File: src/rtl/align_pipe_multi.sv
// align_pipe_multi: two-stage exponent alignment pipeline.
// S1 captures the raw lanes together with the alignment exponent. That exponent is
// either the maximum lane exponent or an external override.
// S2 captures each lane shifted against that exponent, converted to two's complement,
// and flagged when the shift flushes the lane to zero.
// Each stage has valid/ready flow control. There is no skid buffer, so in_ready
// depends combinationally on out_ready.
module align_pipe_multi #(
    parameter int LANES = 4,
    parameter int MAN_W = 3,
    parameter int EXP_W = 6,
    parameter int OUT_W = 14
) (
    input  logic                       clk,
    input  logic                       rst,
    input  logic                       in_valid,
    output logic                       in_ready,
    input  logic [LANES*(MAN_W+1)-1:0] in_pp,
    input  logic [LANES*EXP_W-1:0]     in_exp,
    input  logic                       ext_max_en,
    input  logic [EXP_W-1:0]           ext_max_exp,
    output logic                       out_valid,
    input  logic                       out_ready,
    output logic [LANES*(OUT_W+1)-1:0] out_pp,
    output logic [EXP_W-1:0]           out_max_exp,
    output logic [LANES-1:0]           out_under
);

    localparam int PP_W = MAN_W + 1;
    localparam int OW1  = OUT_W + 1;
    localparam int SH   = OUT_W - MAN_W;

    logic                     s1_valid_q;
    logic [EXP_W-1:0]         s1_max_q, s1_max_d;
    logic [LANES*PP_W-1:0]    s1_pp_q;
    logic [LANES*EXP_W-1:0]   s1_exp_q;

    logic                     s2_valid_q;
    logic [EXP_W-1:0]         s2_max_q;
    logic [LANES*OW1-1:0]     s2_pp_q, s2_pp_d;
    logic [LANES-1:0]         s2_under_q, s2_under_d;

    logic                     s1_adv, s2_adv, in_fire;

    logic                     al_sign;
    logic [MAN_W-1:0]         al_mant;
    logic [EXP_W:0]           al_diff;
    logic [OUT_W-1:0]         al_mag;
    logic [OW1-1:0]           al_val;

    assign s2_adv   = !s2_valid_q || out_ready;
    assign s1_adv   = !s1_valid_q || s2_adv;
    assign in_ready = !s1_valid_q || s1_adv;
    assign in_fire  = in_valid && in_ready;

    // Alignment exponent: unsigned maximum of all lanes, or the external override
    always_comb begin
        s1_max_d = '0;
        for (int unsigned k = 0; k < LANES; k++) begin
            if (in_exp[k*EXP_W +: EXP_W] > s1_max_d) begin
                s1_max_d = in_exp[k*EXP_W +: EXP_W];
            end
        end
        if (ext_max_en) begin
            s1_max_d = ext_max_exp;
        end
    end

    // Per-lane shift, flush to zero and sign application on S1 contents
    always_comb begin
        s2_pp_d    = '0;
        s2_under_d = '0;
        al_sign    = 1'b0;
        al_mant    = '0;
        al_diff    = '0;
        al_mag     = '0;
        al_val     = '0;
        for (int unsigned k = 0; k < LANES; k++) begin
            al_sign = s1_pp_q[k*PP_W + MAN_W];
            al_mant = s1_pp_q[k*PP_W +: MAN_W];
            // the extra top bit acts as a borrow: set only when the lane exponent exceeds the alignment exponent
            al_diff = {1'b0, s1_max_q} - {1'b0, s1_exp_q[k*EXP_W +: EXP_W]};
            if (al_diff[EXP_W]) begin
                al_diff = '0;
            end
            if (int'(al_diff) > SH) begin
                al_mag        = '0;
                s2_under_d[k] = 1'b1;
            end else begin
                al_mag = OUT_W'(al_mant) << (SH - int'(al_diff));
            end
            al_val = {1'b0, al_mag};
            if (al_sign) begin
                al_val = ~al_val + OW1'(1);
            end
            s2_pp_d[k*OW1 +: OW1] = al_val;
        end
    end

    // S1 register: load on accept; the valid bit refreshes whenever the stage advances
    always_ff @(posedge clk or posedge rst) begin
        if (rst) begin
            s1_valid_q <= 1'b0;
            s1_max_q   <= '0;
            s1_pp_q    <= '0;
            s1_exp_q   <= '0;
        end else if (s1_adv) begin
            s1_valid_q <= in_fire;
            if (in_fire) begin
                s1_max_q <= s1_max_d;
                s1_pp_q  <= in_pp;
                s1_exp_q <= in_exp;
            end
        end
    end

    // S2 register: output stage, held while downstream stalls
    always_ff @(posedge clk or posedge rst) begin
        if (rst) begin
            s2_valid_q <= 1'b0;
            s2_max_q   <= '0;
            s2_pp_q    <= '0;
            s2_under_q <= '0;
        end else if (s2_adv) begin
            s2_valid_q <= s1_valid_q;
            if (s1_valid_q) begin
                s2_max_q   <= s1_max_q;
                s2_pp_q    <= s2_pp_d;
                s2_under_q <= s2_under_d;
            end
        end
    end

    assign out_valid   = s2_valid_q;
    assign out_pp      = s2_pp_q;
    assign out_max_exp = s2_max_q;
    assign out_under   = s2_under_q;

endmodule

File: config.mk
export PLATFORM = sky130hd
export DESIGN_NAME = align_pipe_multi
export DESIGN_NICKNAME = d
export VERILOG_FILES = /design/src/rtl/align_pipe_multi.sv
export SDC_FILE = /design/constraint.sdc
export NUM_CORES = 1
export LEC_CHECK = 0
export BUFFER_PORTS_ARGS = -buffer_cell sky130_fd_sc_hd__buf_2
export CORE_ASPECT_RATIO = 0.5
export CORE_MARGIN = 3
export CORE_UTILIZATION = 35
export CTS_CLUSTER_DIAMETER = 100
export DETAILED_ROUTE_END_ITERATION = 7
export GPL_ROUTABILITY_DRIVEN = 0
export GPL_TIMING_DRIVEN = 1
export HOLD_SLACK_MARGIN = 0.02
export PLACE_DENSITY = 0.54
export SETUP_SLACK_MARGIN = 0.1
export SLEW_MARGIN = 20
export SYNTH_ARGS = -nofsm -noshare
export SYNTH_HDL_FRONTEND = slang
export SYNTH_SLANG_ARGS = --single-unit
File: constraint.sdc
create_clock -name clk -period 4.75 [get_ports clk]
set_input_delay 0.95 -clock clk [delete_from_list [all_inputs] [get_ports clk]]
set_output_delay 0.95 -clock clk [all_outputs]
set_load 0.02 [all_outputs]
# Word-level counts from Yosys, hierarchy flattened
# Index checks and enable logic that the tools add are counted.
# word_totals
regBits,118
input_bits,51
out_inout_bits,72
word_cells,65
# op_classes
n_addsub,12
n_lt_le_gt_ge,8
n_shift,4
mux,21
n_bitwise,4
n_reduce_logical,8
# op_table
cell,n
left shift 3 x 32 -> 14 bit,4
"adder 15 x 1 -> 15 bit, second input constant",4
2-to-1 mux 15 bit,4
inverter 14 -> 15 bit,4
2-to-1 mux 14 bit,4
2-to-1 mux 6 bit,9
"subtractor 4 x 7 -> 8 bit, first input constant",4
"greater-than comparator 7 x 4 -> 1 bit, second input constant",4
subtractor 6 x 6 -> 7 bit,4
greater-than comparator 6 bit,3
"greater-than comparator 6 x 1 -> 1 bit, second input constant",1
2-to-1 mux 1 bit,4
AND reduction 2 bit,2
logical OR 1 bit,3
logical NOT 1 bit,2
logical AND 1 bit,1

# Depth between registers and ports, before layout
# Gate-level depths: netlist of the first run.
# logic_depth
ltp_word,9
depth_mapped,28
mapped_depth_nobuf,28

# Worst setup path after synthesis of the first run
# Ideal clock, no wire load.
# synth_timing
path_type,input -> register
start,in in_exp[1]
end,reg s1_max_q[1]
setup_ps,119
t_arrival_ps,5651
t_required_ps,4631
path_slack_ps,-1020
path_stages,28
n_path_buf,2
path_cell_list,inv_1 ha_1 nor2b_1 o21a_1 o21a_1 o21a_1 o21ai_0 a32oi_1 mux2i_1 ha_1 nor2b_1 o21a_1 o21ai_0 nand2b_1 a21oi_1 nor2b_1 o22ai_1 clkbuf_1 o21ai_0 ha_1 nor2b_1 o21ai_0 nand2b_1 a221oi_1 a41o_1 clkbuf_1 o21ai_0 o21a_1
# synth_between
elab_chain_len,9
# synth_lines
item,line,text
start: declaration,19,"input logic [LANES*EXP_W-1:0] in_exp,"
greater-than comparator 6 x 1 -> 1 bit,60,if (in_exp[k*EXP_W +: EXP_W] > s1_max_d) begin
2-to-1 mux 6 bit *,60,
greater-than comparator 6 bit,60,
2-to-1 mux 6 bit *,60,
greater-than comparator 6 bit,60,
2-to-1 mux 6 bit *,60,
greater-than comparator 6 bit,60,
2-to-1 mux 6 bit *,60,
2-to-1 mux 6 bit *,64,if (ext_max_en) begin
end signal: assignment,110,s1_max_q <= s1_max_d;
end: declaration,34,"logic [EXP_W-1:0] s1_max_q, s1_max_d;"
# Every way passes the cells marked *; elsewhere a longest branch is shown, timed or not.
# A chain may end at the register's enable or synchronous reset.

# Final worst setup path of the first run
# layout_timing
start,in in_exp[1]
end,reg s1_max_q[2]
# Same word-level chain as after synthesis.

==> results of run 1 <==
==> cells by family (layout without fill, tap and decap cells) <==
logic type | after synthesis | in the layout | share of synthesized area
muxes | 18 | 18 | 0.0198
adders and majority gates | 54 | 54 | 0.0745
buffers and inverters | 118 | 295 | 0.0515
DFF | 118 | 118 | 0.312
AOI/OAI and AO/OA | 340 | 340 | 0.265
xor gates and xnor gates | 45 | 45 | 0.0416
and+or+nand+nor | 465 | 465 | 0.236
==> state kept, by name, indices dropped and copies added (netlist names) <==
| name | flops |
|---|---|
| out_valid | 1 |
| out_max_exp | 6 |
| out_pp | 60 |
| s1_exp_q | 24 |
| s1_pp_q | 16 |
| out_under | 4 |
| s1_valid_q | 1 |
| s1_max_q | 6 |
==> power by group <==
group | internal, mW | switching, mW | leakage, nW
combinational | 1.64 | 2.72 | 3.61
clock | 1.06 | 0.489 | 0.333
sequential | 1.26 | 0.194 | 1.51
==> synth_stat cells, types with 5 or more instances <==
master and number:
o211ai_1 10, xnor2_1 28, a21o_1 16, mux2i_1 12, o21ai_0 106, o41ai_1 6
or3_1 6, nor2b_1 15, xor2_1 17, mux2_2 6, nand2_1 221, nand2b_1 18
o21a_1 15, and2_1 11, inv_1 66, nor3_2 6, a211oi_1 5, clkbuf_1 40
nand4_1 11, dfrtp_1 118, o21ai_1 15, ha_1 50, a21oi_1 32, nor3b_1 7
nor4_1 8, nor2_1 71, o2111ai_1 5, a221oi_1 5, o211a_1 6, nor3_1 25
o31ai_1 14, a31oi_1 20, and3_1 12, nand3_1 23
==> critical path, delay by kind of cell <==
family | cells | cell delay [ps]
buffers and inverters | 4 | 490
and+or+nand+nor | 6 | 570
AOI/OAI and AO/OA | 14 | 2220
adders and majority gates | 3 | 630
muxes | 2 | 570
==> area by class of cell <==
class                      instances  share of cell area
clock buffer                      20              0.0388
tap                              344              0.0366
sequential                       118               0.251
multi-input combinational        922               0.528
inverter                          69              0.0236
timing repair buffer             194               0.101
clock inverter                    12              0.0210
==> through the flow <==
step	TNS, ps	power (mW)	setup WS, ps	instance area [µm²]	cells
final	-2130	7.37	-368	11800	1679
after global routing	-3640	7.94	-623	11800	1679
after CTS	-1030	7.35	-209	11600	1678
after detailed placement	-5170	5.73	-914	10900	1643
after global placement	-4080	5.68	-724	10900	1643
after floorplan	-2490	4.55	-432	9540	1158
==> worst max-delay path by stage <==
stage,startpoint,to,slack [ps],depth (start not counted)
after detailed placement,in_exp[1],s1_max_q[0]$_DFFE_PP0P_,-910,29
final,in_exp[1],s1_max_q[2]$_DFFE_PP0P_,-370,29
after global placement,in_exp[1],s1_max_q[0]$_DFFE_PP0P_,-720,29
after floorplan,in_exp[1],s1_max_q[1]$_DFFE_PP0P_,-430,28
after global routing,in_exp[1],s1_max_q[0]$_DFFE_PP0P_,-620,29
after CTS,in_exp[1],s1_max_q[0]$_DFFE_PP0P_,-210,29
==> per-layer routing <==
metal / vias to the layer above / GRT usage / wire length, µm / share of wire
li1: 4498 / - / - / -
met1: 4418 / 0.243 / 12900 / 0.47
met2: 171 / 0.329 / 13400 / 0.48
met3: 39 / 0.0433 / 896 / 0.032
met4: 0 / 0.0475 / 435 / 0.016
met5: - / 0 / 0 / 0
==> timing repair <==
item	4_1_cts	5_1_grt
pin swaps	6	21
endpoints found under the setup margin	6	17
setup buffers	2	1
gates cloned	1	0
gates resized for setup	15	27
==> impl_metrics.csv, run 1 <==
group,metric,value,unit
run_status,status,"complete, but fails checks",
run_status,failed_checks,"setup timing",
synth,synth_flop_cell,"dfrtp_1",
grt,grt_usage,0.190,
synth,synth_edf_count,0,
detailed_routing,vias_per_cell,5.44,
worst_hold_path,whs_endpoint,"out_max_exp[4]$_DFFE_PP0P_",
cells_and_area,multi_input_area,0.00621,mm²
synth,yosysWarnings,0,
sta,slew_headroom,0.300,
synth,seq_area_frac_synth,0.312,
floorplanning,coreArea,0.0259,mm²
detailed_routing,wl_per_cell,16.5,µm
clock_tree,cts_buffer_depth,2,
cells_and_area,nNetsFinal,1427,
worst_setup_path,r2r_start,"s1_max_q[0]$_DFFE_PP0P_",
placement,port_buffers,122,
sta,clock_skew,9.63,ps
worst_hold_path,hp-class,"reg2reg",
grt,antenna_found_initial,0,
worst_setup_path,worst_setup_path_start_kind,"input port",
grt,grt_pass1_vias,9060,
cells_and_area,drive_gt1_frac,0.238,
clock_tree,cts_root_buffer,"clkbuf_16",
sta,fin_crit_sh,1.08,
detailed_routing,first_pass_iters,5,
detailed_routing,finalWirelength,27.7,mm
worst_setup_path,worst-path-max-fanout,6,
synth,syn_area,0.00947,mm²
grt,grt_overflow_total,0,
synth,synthArstFlopShare,1.00,
sta,rsz0062_at_grt,"true",
synth,avgSynthCellArea,8.18,µm²
power,power.density,627,mW/mm²
sta,min_period,5120,ps
worst_hold_path,hp-start,"out_max_exp[4]$_DFFE_PP0P_",
power,leakage,5.45,nW
floorplanning,start_util,0.366,
worst_setup_path,criticalPathCategory,"in2reg",
flow_run,drv_cap,0,
worst_setup_path,crit_top_cell,"o21a_1",
worst_setup_path,reg2reg_to,"out_pp[39]$_DFFE_PP0P_",
cells_and_area,seqCellArea,0.00295,mm²
worst_setup_path,slowest_stage,"mux2_4",
worst_setup_path,cp-end-kind,"flop",
sta,fin_ws,-368,ps
synth,synth_seq_cells,118,
synth,netlist-cell-type-count,105,
detailed_routing,drtAntennaViolNets,0,
synth,synth_area_leaders,"dfrtp_1 (31%), nand2_1 (8.8%), ha_1 (6.6%)",
floorplanning,fp.dieW,239,µm
synth,yosysTopAreaCellShare,0.312,
cells_and_area,layout_commonest_cell,"nand2_1",
sta,hold_viol,0,
sta,worst_pin_slew,1050,ps
clock_tree,cts.clk_slew.worst_paths,50,ps
worst_setup_path,worstPathArrival,5440,ps
cells_and_area,layout_common_cells,"nand2_1 (219), buf_2 (120), dfrtp_1 (118)",
power,peakVddDrop,298,µV
worst_setup_path,reg2reg_depth,17,
placement,hpwl,20.9,mm
floorplanning,ios,123,
sta,fmax,195,MHz
sta,setup_viol,6,
detailed_routing,initialDrtViolationCount,555,
synth,synthCells,1158,
cells_and_area,nFillCells,2538,
floorplanning,dieArea,0.0292,mm²
cells_and_area,post-route-util,0.454,
worst_setup_path,cp_slowest_stage_delay,320,ps
worst_setup_path,worstPathRequired,5070,ps
synth,syn-num-nets,1263,
grt,grt_max_degree,63,
clock_tree,cts_max_level,4,
clock_tree,cts_hold_buffers,0,
grt,grt_pass1_wl,45.0,mm
worst_hold_path,worstHoldPathCells,2,
floorplanning,placementRows,41,
sta,slew_viol_final,0,
cells_and_area,num_antenna_cells,0,
cells_and_area,syn_to_final_growth,24.1,%
clock_tree,clk_latency,440,ps
worst_setup_path,rrSetupSlack,420,ps
clock_tree,cts_tree,"yes",
synth,synth_area_leader_cell,"dfrtp_1",
clock_tree,clock_sinks,118,
detailed_routing,via_count,9126,
floorplanning,die_y,122,µm
detailed_routing,drc_errors,0,
sta,hold_ws,470,ps
clock_tree,cts_buffers,17,
No activity file was read; power rests on OpenSTA's default activity.
==> inputs of run 2 (changes only) <==
CTS_BUF_LIST = sky130_fd_sc_hd__clkbuf_8   (was default)
==> impl_metrics.csv, run 2 (synthesized netlist as in run 1, its figures left out) <==
group,metric,value,unit
run_status,status,"complete, but fails checks",
run_status,failed_checks,"setup timing",
cells_and_area,layout_common_cells,"nand2_1 (219), buf_2 (120), dfrtp_1 (118)",
sta,setup_viol,6,
floorplanning,ios,123,
grt,grt_pass1_vias,9142,
sta,min_period,5000,ps
power,power.density,606,mW/mm²
placement,port_buffers,122,
detailed_routing,drtAntennaViolNets,0,
placement,hpwl,20.9,mm
floorplanning,placementRows,41,
clock_tree,clk_latency,490,ps
grt,antenna_found_initial,0,
sta,final.setup.tns,-1350,ps
cells_and_area,drive_gt1_frac,0.242,
cells_and_area,num_antenna_cells,0,
floorplanning,die_y,122,µm
cells_and_area,fin_cells,1682,
sta,fmax,200,MHz
power,leakage,5.39,nW
detailed_routing,first_pass_iters,5,
grt,grt_usage,0.191,
clock_tree,cts_root_buffer,"clkbuf_8",
flow_run,drv_cap,0,
detailed_routing,via_count,9116,
power,combPwrFrac,0.622,
placement,dp.cells,1643,
sta,fin_ws,-246,ps
floorplanning,fp.dieW,239,µm
grt,grt_overflow_total,0,
cells_and_area,layout_commonest_cell,"nand2_1",
worst_setup_path,worst-path-max-fanout,6,
worst_hold_path,hp-start,"out_max_exp[4]$_DFFE_PP0P_",
worst_setup_path,worst_setup_path_start_kind,"input port",
sta,slew_viol_final,0,
floorplanning,dieArea,0.0292,mm²
power,power_frac_seq,0.207,
clock_tree,cts_buffers,17,
sta,rsz0062_at_grt,"true",
power,switchingPower,3.37,mW
detailed_routing,wl_per_cell,16.4,µm
power,switching_share,0.478,
sta,hold_viol,0,
worst_setup_path,worstPathRequired,5120,ps
worst_setup_path,criticalPathCategory,"in2reg",
power,clkPwrFrac,0.171,
detailed_routing,finalWirelength,27.6,mm
sta,worst_pin_slew,1050,ps
clock_tree,cts_max_level,4,
detailed_routing,vias_per_cell,5.42,
sta,fin_crit_sh,1.05,
worst_setup_path,r2r_start,"s1_max_q[0]$_DFFE_PP0P_",
worst_setup_path,startpoint,"in_exp[1]",
sta,slew_headroom,0.297,
clock_tree,cts.clk_slew.worst_paths,70,ps
clock_tree,cts_tree,"yes",
cells_and_area,syn_to_final_growth,22.5,%
floorplanning,start_util,0.366,
cells_and_area,largest_register_ffs,60,
power,peakVddDrop,214,µV
grt,grt_pass1_wl,45.2,mm
clock_tree,cts_buffer_depth,2,
worst_setup_path,cp-end-kind,"flop",
floorplanning,coreArea,0.0259,mm²
grt,grt_max_degree,63,
clock_tree,clock_sinks,118,
detailed_routing,initialDrtViolationCount,562,
detailed_routing,drc_errors,0,
worst_setup_path,worstPathArrival,5370,ps
worst_hold_path,hp-class,"reg2reg",
cells_and_area,nNetsFinal,1430,
cells_and_area,nFillCells,2546,
sta,clock_skew,11.0,ps
power,p_int,3.67,mW
[run 2: worst paths after layout]
kind	to	slack [ps]	cells after the start
min reg2reg	out_max_exp[4]$_DFFE_PP0P_	470	2
max reg2reg	out_pp[39]$_DFFE_PP0P_	410	17
max	s1_max_q[2]$_DFFE_PP0P_	-250	28
max in group asynchronous	out_pp[10]$_DFFE_PP0P_	3260	3
min in group asynchronous	out_pp[49]$_DFFE_PP0P_	560	2
min	out_max_exp[4]$_DFFE_PP0P_	470	2
[run 2: critical path, cell delays in order]
cell	delay (ps)
buf_12	90
inv_12	30
ha_4	230
nor2b_4	120
o21a_1	160
o21a_1	160
o21a_1	180
o21ai_2	150
a32oi_2	100
mux2i_2	250
ha_1	280
nor2b_4	130
o21a_1	160
o21ai_1	120
nand2b_1	80
a21oi_2	130
nor2b_1	60
o22ai_2	290
buf_6	170
buf_6	110
o21ai_2	50
ha_1	300
and3_4	180
a221oi_2	260
a41o_1	180
buf_4	160
o21ai_1	90
o21a_1	210
[run 2: through the flow]
stage          setup slack, ps  area [µm²]  hold WS [ps]  power, mW   util
2_1_floorplan             -432        9540           450       4.55      -
3_3_place_gp              -724       10900           456       5.68  0.419
3_5_place_dp              -914       10900           458       5.73  0.419
4_1_cts                   -107       11500           476       7.02  0.444
5_1_grt                   -459       11600           501       7.59  0.448
6_report                  -246       11600           472       7.03  0.448
[run 2: power by group through the flow]
stage	clock (mW)	combinational, mW	sequential [mW]
floorplan	0	2.89	1.66
global placement	0	4.21	1.47
detailed placement	0	4.26	1.47
CTS	1.25	4.32	1.46
global route	1.28	4.82	1.49
finish	1.21	4.37	1.45
[run 2: per-layer routing]
| layer | track usage | vias up | share of wire |
|---|---|---|---|
| met5 | 0 | - | 0 |
| met3 | 0.0386 | 41 | 0.034 |
| met1 | 0.242 | 4403 | 0.46 |
| met2 | 0.328 | 167 | 0.48 |
| met4 | 0.0649 | 0 | 0.018 |
| li1 | - | 4505 | - |
[run 2: timing repair]
item                                    CTS  global route
resized for setup                        26            22
buffers inserted                          3             3
pin swaps                                13            10
cloned                                    1             0
endpoints found under the setup margin    6            21
hold buffers                              0             0
[run 2: cell type report]
type                            instances  area (µm²)  area share
Multi-Input combinational cell        922        6230       0.536
Tap cell                              344         430      0.0371
Clock buffer                           19         262      0.0225
Inverter                               69         278      0.0239
Sequential cell                       118        2950       0.254
Timing Repair Buffer                  197        1210       0.104
Clock inverter                         13         250      0.0216
